File: src/rtl/gb_pkg.sv
// Shared Game Boy definitions: interrupt source indices, vector base and
// the interrupt-controller state type.
package gb_pkg;

  localparam int unsigned INT_VBLANK = 0;
  localparam int unsigned INT_LCDC   = 1;
  localparam int unsigned INT_TIMER  = 2;
  localparam int unsigned INT_SERIAL = 3;
  localparam int unsigned INT_JOYPAD = 4;
  localparam int unsigned INT_NUM    = 5;

  localparam logic [7:0] INT_VEC_BASE = 8'h40;

  typedef enum logic [0:0] {
    INT_IDLE = 1'b0,
    INT_ACK  = 1'b1
  } int_state_e;

endpackage

File: src/rtl/int_prio_enc.sv
// Lowest-index-wins priority encoder over the interrupt sources.
module int_prio_enc
  import gb_pkg::*;
(
  input  logic [INT_NUM-1:0] req,
  output logic [2:0]         sel,
  output logic               any
);

  always_comb begin
    sel = 3'd0;
    any = |req;
    // Walk downward so the lowest set index is the last one written.
    for (int i = INT_NUM - 1; i >= 0; i--) begin
      if (req[i]) sel = 3'(i);
    end
  end

endmodule

File: src/rtl/int_ctrl.sv
// Game Boy interrupt controller: IF/IE registers, CPU request line and
// restart-vector supply during the acknowledge cycle.
module int_ctrl
  import gb_pkg::*;
#(
  parameter logic [7:0] VEC_BASE = INT_VEC_BASE,
  parameter bit         EDGE_DET = 1'b1
) (
  input  logic       clk,
  input  logic       reset_n,
  input  logic       irq_vblank,
  input  logic       irq_lcdc,
  input  logic       irq_timer,
  input  logic       irq_serial,
  input  logic       irq_joypad,
  input  logic       cpu_sel_if,
  input  logic       cpu_sel_ie,
  input  logic       cpu_wr,
  input  logic [7:0] cpu_di,
  output logic [7:0] cpu_do,
  output logic       cpu_irq_n,
  input  logic       cpu_int_ack,
  output logic [7:0] cpu_vector
);

  logic [INT_NUM-1:0] src, src_prev, src_new;
  logic [INT_NUM-1:0] if_r, if_d, if_base, ack_clr, pend;
  logic [7:0]         ie_r, vec_r, vec_d;
  logic [2:0]         sel;
  logic               any;
  int_state_e         state, state_d;

  assign src     = {irq_joypad, irq_serial, irq_timer, irq_lcdc, irq_vblank};
  assign src_new = EDGE_DET ? (src & ~src_prev) : src;
  assign pend    = if_r & ie_r[INT_NUM-1:0];

  int_prio_enc u_prio (
    .req (pend),
    .sel (sel),
    .any (any)
  );

  always_comb begin
    state_d = state;
    vec_d   = vec_r;
    ack_clr = '0;
    case (state)
      INT_IDLE: begin
        if (cpu_int_ack) begin
          state_d = INT_ACK;
          // No pending source left at ack time: hand out 00 (cancelled interrupt).
          vec_d   = any ? (VEC_BASE + {2'b00, sel, 3'b000}) : 8'h00;
          if (any) ack_clr = {{(INT_NUM-1){1'b0}}, 1'b1} << sel;
        end
      end
      INT_ACK: begin
        if (!cpu_int_ack) state_d = INT_IDLE;
      end
      default: state_d = INT_IDLE;
    endcase
  end

  // Write lands first, then the ack clear; new source events override both.
  always_comb begin
    if_base = (cpu_sel_if && cpu_wr) ? cpu_di[INT_NUM-1:0] : if_r;
    if_base = if_base & ~ack_clr;
    if_d    = if_base | src_new;
  end

  always_ff @(posedge clk or negedge reset_n) begin
    if (!reset_n) begin
      if_r     <= '0;
      ie_r     <= 8'h00;
      src_prev <= '0;
      state    <= INT_IDLE;
      vec_r    <= 8'h00;
    end else begin
      if_r     <= if_d;
      src_prev <= src;
      state    <= state_d;
      vec_r    <= vec_d;
      if (cpu_sel_ie && cpu_wr) ie_r <= cpu_di;
    end
  end

  assign cpu_irq_n  = (state == INT_ACK) ? 1'b1 : ~|pend;
  assign cpu_vector = vec_r;

  always_comb begin
    if (cpu_sel_if)      cpu_do = {3'b111, if_r};
    else if (cpu_sel_ie) cpu_do = ie_r;
    else                 cpu_do = 8'hFF;
  end

endmodule

File: config.mk
export PLATFORM = sky130hd
export DESIGN_NAME = int_ctrl
export DESIGN_NICKNAME = d
export VERILOG_FILES = /design/src/rtl/gb_pkg.sv /design/src/rtl/int_prio_enc.sv /design/src/rtl/int_ctrl.sv
export SDC_FILE = /design/constraint.sdc
export NUM_CORES = 1
export LEC_CHECK = 0
export ABC_AREA = 1
export CORE_MARGIN = 2
export CORE_UTILIZATION = 40
export CTS_CLUSTER_DIAMETER = 150
export DETAILED_ROUTE_END_ITERATION = 10
export PLACE_DENSITY = 0.71
export SYNTH_ARGS = -nofsm -noshare
export SYNTH_HDL_FRONTEND = slang
export SYNTH_SLANG_ARGS = --single-unit
File: constraint.sdc
create_clock -name clk -period 0.9 [get_ports clk]
set_input_delay 0.18 -clock clk [delete_from_list [all_inputs] [get_ports clk]]
set_output_delay 0.18 -clock clk [all_outputs]
set_load 0.01 [all_outputs]
==> Flow_metrics.wiki, run 1 <==
{| class="wikitable"
! Metric !! Value
|-
| DRC violations left || 0
|-
| Clock insertion delay at the later pin of the skew report || between 0.3 and 0.4 ns
|-
| Worst min-delay path category || input port to flip-flop
|-
| Worst Path Arrival || between 1 and 1.5 ns
|-
| Crit path max fanout || 2
|-
| Placer congestion estimate || 0.7333
|-
| Overall die area || roughly 3200 um^2
|-
| Unrepaired setup endpoints after global routing || yes
|-
| Kind of start point of the critical path || flip-flop
|-
| Clock transition at path regs || ~0.13 ns
|-
| Final number of hold-violating endpoints || 0
|-
| VDD IR-drop max || 1.181 mV
|-
| Post-synthesis area per instance || approximately 8 um^2
|-
| Minimum clock period after layout || approximately 1.5 ns
|-
| Global-route wire length before repair || around 5000 um
|-
| Remaining antenna violation count || 0
|-
| Number of violations reported at the end of detailed-routing iteration 0 || 16
|-
| Max stage delay cell, worst path || sky130_fd_sc_hd__dfrtp_1
|-
| Antenna violations before repair || 0
|-
| Die height || about 56 um
|-
| Critical path start-end classification || flip-flop to output pin
|-
| Placeable core region || around 2700 um^2
|-
| Initial Util || roughly 41%
|-
| Summed area of non-filler cells in the final layout || around 1900 um^2
|-
| Leak pwr || ~0.98 nW
|-
| Max-cap viol count || 0
|-
| Req. time, crit path || around 0.72 ns
|-
| Cells after Synth || 136
|-
| PnR Total Power || around 3 mW
|-
| Maximum number of pins on one net before global-route repair || 24
|-
| Die Span X || about 56 um
|-
| Final Skew || 0.002241 ns
|-
| Sequential element share of the synthesized area || 52.39%
|-
| Vias in the first global route || about 1200
|-
| Cell Chain, Critical Path || nand2_2, nand2_4, nor2_4, nand2_2, nand2_2, buf_6
|-
| Count of endpoints failing setup in the final report || 23
|-
| Routed length per instance || between 10 and 15 um
|-
| WL final || about 3200 um
|-
| Detail-routed via count per cell || 4.896
|-
| Proportion of layout cells with a drive suffix above 1 || a little under half
|-
| Overflow left after global routing || 0
|-
| Highest achievable clock rate || approximately 690 MHz
|-
| Power Density || around 1500 nW/um^2
|-
| Syn Std Cell Area || 1099 um^2
|-
| Vias after detailed routing || about 1200
|-
| CTS tree || built
|-
| Critical path's largest stage delay || 0.42 ns
|-
| Final period util || 161.6%
|-
| Length of the first detailed-routing pass in iterations || 4
|-
| Cell chosen for the clock root || sky130_fd_sc_hd__clkbuf_4
|-
| Most frequent cell on the critical path || sky130_fd_sc_hd__nand2_2
|-
| Aggregate negative setup slack || -6.165 ns
|-
| Clock Sink Count || 23
|-
| Count of distinct cell types in the synthesized netlist || 17
|-
| Worst slack on hold paths || around 0.12 ns
|-
| Area growth from synthesis to layout || 72.32%
|-
| Most frequent standard cell in the layout excluding fill and tap cells || sky130_fd_sc_hd__nand2_1
|-
| Number of rows in the core area || 19
|-
| Status || complete, but fails checks
|-
| Synth Register Bits || 23
|-
| Number of buffers created by CTS || 3
|-
| Most frequent cells in the layout || 32 x sky130_fd_sc_hd__nand2_1, 23 x sky130_fd_sc_hd__dfrtp_1, 23 x sky130_fd_sc_hd__buf_4
|-
| Critical path capture point type || output pin
|-
| Ports || 36
|-
| H-tree depth || 1
|-
| Layout net count || approximately 230
|-
| Estimated wirelength of the detail-placed design || 1948 um
|-
| Antenna fix cells || 0
|-
| Bufs on Longest Clock Path || 2
|-
| Setup slack after layout || -0.5548 ns
|-
| Violated checks || negative setup slack
|-
| Count of buffers from port buffering || 31
|-
| Dpl cell area || between 1500 and 2000 um^2
|-
| Warning count from the yosys run || 0
|-
| CTS Hold Buffers Added || 0
|-
| Placement Setup Slack || -0.9388 ns
|-
| Overall routing resource usage || 19.75%
|-
| Number of pins exceeding their max-slew limit in the final report || 0
|}
==> registers in the layout, indices dropped and copies added (netlist names) <==
signal / count
state: 1
cpu_vector: 4
src_prev: 5
if_r: 5
ie_r: 8
==> metal layers <==
metal	routed length, um	GRT usage (%)	vias to the layer above
met5	0	0	-
met4	124	5.782	0
met3	107	3.226	13
met2	1679	35.46	41
met1	1304	24.26	558
li1	-	-	563
==> worst max-delay path, delay by kind of cell, from the launching register on <==
kind,cells,cell delay (ns)
AND/OR/NAND/NOR,5,0.44
buffers and inverters,1,0.10
flip-flops,1,0.42
==> cells in the mapped netlist (all sizes together) <==
cell type	number	share of area, %
mux2	1	1.4
nand3	2	0.91
o22ai	2	1.1
nand2	50	18
o21ai	18	8.2
inv	16	5.5
a21oi	4	2.8
buf	6	4.2
dfrtp	23	52
nor2	13	4.7
conb	1	0.34
==> kinds of logic after synthesis <==
kind of cell           after synthesis  share of synthesized area (%)
other                                1                         0.3414
and+or+nand+nor                     65                          24.03
buffers and inverters               22                          9.681
DFF                                 23                          52.39
AOI/OAI and AO/OA                   24                          12.19
muxes                                1                          1.366
==> stage by stage <==
| stage | cells | util (%) |
|---|---|---|
| after floorplan | 139 | - |
| after global placement | 218 | 60.41 |
| after detailed placement | 218 | 60.41 |
| after CTS | 236 | 66.70 |
| after global routing | 240 | 70.47 |
| final | 240 | 70.47 |
==> layout make-up <==
cell class / count / area, um^2
fillers: 208 / 793.3
flip-flops and latches: 23 / 575.6
inverters: 16 / 62.56
clock inverters: 1 / 5.005
clock buffers: 3 / 22.52
repair buffers: 72 / 636.9
multi-input cells: 94 / 551.8
well taps: 31 / 38.79
==> power by group <==
group          total (mW)  internal [mW]  switching, mW
Sequential           1.23           1.16         0.0788
Clock               0.490          0.166          0.323
Combinational        1.19          0.650          0.542
Total                2.92           1.97          0.944
==> repair_timing <==
action | in CTS | in global routing
gates cloned | 1 | 0
setup buffers | 41 | 6
setup endpoints to repair | 30 | 24
gates resized for setup | 93 | 22
endpoints found under the hold margin | 0 | 0
pin swaps | 13 | 4
==> worst paths after layout <==
path	endpoint	slack (ns)	start	cells past startpoint
hold reg to reg	if_r[4]	0.43	src_prev[4]	1
setup reg to reg	if_r[4]	-0.42	ie_r[3]	10
max in group asynchronous	if_r[1]	0.57	reset_n	2
setup / recovery	cpu_irq_n	-0.55	ie_r[3]	6
hold / removal	state	0.12	cpu_int_ack	1
min in group asynchronous	if_r[3]	0.19	reset_n	2
Note: power is estimated with default switching activity, not from simulation.
==> run 2: changes to the inputs <==
CAP_MARGIN = 20   (was unset)
CORE_MARGIN = unset   (was 2)
==> Flow_metrics.wiki, run 2 (same netlist as run 1, synthesis figures left out) <==
{| class="wikitable"
! Metric !! Value
|-
| Routed length per instance || about 14 um
|-
| Violated checks || negative setup slack
|-
| Setup slack after layout || -0.5427 ns
|-
| Global-route wire length before repair || 4685 um
|-
| Bufs on Longest Clock Path || 2
|-
| Most frequent standard cell in the layout excluding fill and tap cells || sky130_fd_sc_hd__nand2_1
|-
| Storage element area || approximately 580 um^2
|-
| Length of the first detailed-routing pass in iterations || 4
|-
| H-tree depth || 1
|-
| Max-cap viol count || 0
|-
| Startpoint of the most critical setup path || ie_r[0]
|-
| Vias in the first global route || roughly 1100
|-
| Initial Util || a little over two fifths
|-
| Final Skew || ~0.0012 ns
|-
| Placer congestion estimate || around 0.73
|-
| Crit path capture || cpu_irq_n
|-
| Die height || around 54 um
|-
| Clock transition at path regs || about 0.13 ns
|-
| Register ranked first by flip-flop count || ie_r
|-
| Number of pins exceeding their max-slew limit in the final report || 0
|-
| Number of buffers created by CTS || 3
|-
| Setup slack of the worst register-to-register path || -0.47 ns
|-
| Layout net count || 229
|-
| WL final || between 3000 and 4000 um
|-
| Area growth from synthesis to layout || 78.47%
|-
| Highest achievable clock rate || 693.1 MHz
|-
| Critical path's largest stage delay || around 0.43 ns
|-
| Placeable core region || about 2500 um^2
|-
| Worst-case reg-to-reg path depth || 11
|-
| Worst Path Arrival || 1.26 ns
|-
| Req. time, crit path || 0.72 ns
|-
| Flip-flop count of the largest register after layout || 8
|-
| Number of rows in the core area || 18
|-
| Most frequent cell on the critical path || sky130_fd_sc_hd__nand2_2
|-
| Cell count along the critical path || 6
|-
| Crit path max fanout || 2
|-
| Leak pwr || 0.9849 nW
|-
| Overall die area || 2960 um^2
|-
| Proportion of layout cells with a drive suffix above 1 || between 40 and 50%
|-
| Leading registers by flop count || ie_r x8, if_r x5, src_prev x5
|-
| Overall routing resource usage || 23.33%
|-
| Worst reg2reg endpoint || if_r[2]
|-
| Count of buffers from port buffering || 31
|-
| Ports || 36
|-
| Critical path capture point type || output pin
|-
| Critical path start-end classification || flip-flop to output pin
|-
| VDD IR-drop max || around 1.5 mV
|-
| Core occupancy in the finished layout || 77.04%
|-
| Worst min-delay path category || input port to async pin
|-
| Summed area of non-filler cells in the final layout || between 1500 and 2000 um^2
|-
| Detail-routed via count per cell || a little under 5
|-
| Crit path max-delay family || flip-flops
|-
| Remaining antenna violation count || 0
|-
| Status || complete, but fails checks
|-
| DRC violations left || 0
|-
| Vias after detailed routing || 1178
|-
| Cell chosen for the clock root || sky130_fd_sc_hd__clkbuf_4
|-
| Overflow left after global routing || 0
|-
| Unrepaired setup endpoints after global routing || yes
|-
| Worst slack on hold paths || 0.1762 ns
|-
| Max stage delay cell, worst path || sky130_fd_sc_hd__dfrtp_1
|-
| Minimum clock period after layout || about 1.4 ns
|-
| Kind of start point of the critical path || flip-flop
|-
| Number of violations reported at the end of detailed-routing iteration 0 || 10
|-
| Multi-input logic area || slightly below 600 um^2
|-
| Most frequent cells in the layout || 34 x sky130_fd_sc_hd__nand2_1, 23 x sky130_fd_sc_hd__dfrtp_1, 21 x sky130_fd_sc_hd__buf_4
|-
| Clock insertion delay at the later pin of the skew report || approximately 0.33 ns
|-
| Dpl cell area || around 1600 um^2
|-
| Final period util || 160.3%
|-
| Antenna fix cells || 0
|-
| CTS tree || built
|-
| Die Span X || 54.41 um
|-
| Cell Chain, Critical Path || nand2_2, nand2_4, nor2_4, nand2_2, nand2_2, buf_6
|-
| Final number of hold-violating endpoints || 0
|-
| Estimated wirelength of the detail-placed design || about 1800 um
|-
| Power Density || 1510 nW/um^2
|-
| Clock Sink Count || 23
|-
| Count of endpoints failing setup in the final report || 23
|-
| CTS Hold Buffers Added || 0
|-
| Filler Cell Count || roughly 180
|-
| Number of buffers and inverters on the critical path || 1
|-
| Antenna violations before repair || 0
|-
| Maximum number of pins on one net before global-route repair || 24
|-
| Origin of the critical flop-to-flop path || ie_r[2]
|}
## run 2: worst min path at each step
| stage | from | to | slack [ns] | cells past startpoint |
|---|---|---|---|---|
| after CTS | reset_n | src_prev[2] | 0.19 | 2 |
| after global placement | src_prev[4] | if_r[4] | 0.40 | 1 |
| after global routing | reset_n | src_prev[1] | 0.17 | 2 |
| after floorplan | reset_n | cpu_vector[3] | -0.12 | 0 |
| after detailed placement | src_prev[1] | if_r[1] | 0.41 | 1 |
| final | reset_n | src_prev[2] | 0.18 | 2 |
## run 2: metal layers
metal  GRT usage, %  up-vias  part of all wire, %
met5              0        -                    0
met4          10.26        0                  1.5
met3          4.444        4                  4.8
met2          39.63       30                   53
met1          28.52      585                   41
li1               -      559                    -
## run 2: timing repair
item	CTS	global route
pin swaps	19	15
gates cloned	2	0
endpoints found under the setup margin	28	27
gates resized for setup	91	34
setup buffers	14	10
## run 2: stage by stage
step           std cells  power (mW)  setup slack [ns]  setup TNS, ns
2_1_floorplan        139       1.611          -0.08307        -0.1527
3_3_place_gp         217       2.096           -0.8377         -13.64
3_5_place_dp         217       2.118           -0.8748         -13.95
4_1_cts              235       2.741           -0.5876         -5.208
5_1_grt              239       3.113           -0.6291         -7.330
6_report             239       2.961           -0.5427         -6.114
## run 2: power by group
group          internal, mW  leakage (nW)  total (mW)  switching (mW)
Sequential             1.16         0.269        1.23          0.0791
Clock                 0.167        0.0177       0.514           0.347
Combinational         0.653         0.698        1.21           0.560
## run 2: final cells by class
class	instances	share of cell area [%]
timing repair buffer	71	33.89
clock buffer	3	1.149
sequential	23	29.36
multi-input combinational	95	30.38
clock inverter	1	0.2553
inverter	16	3.063
tap	30	1.914
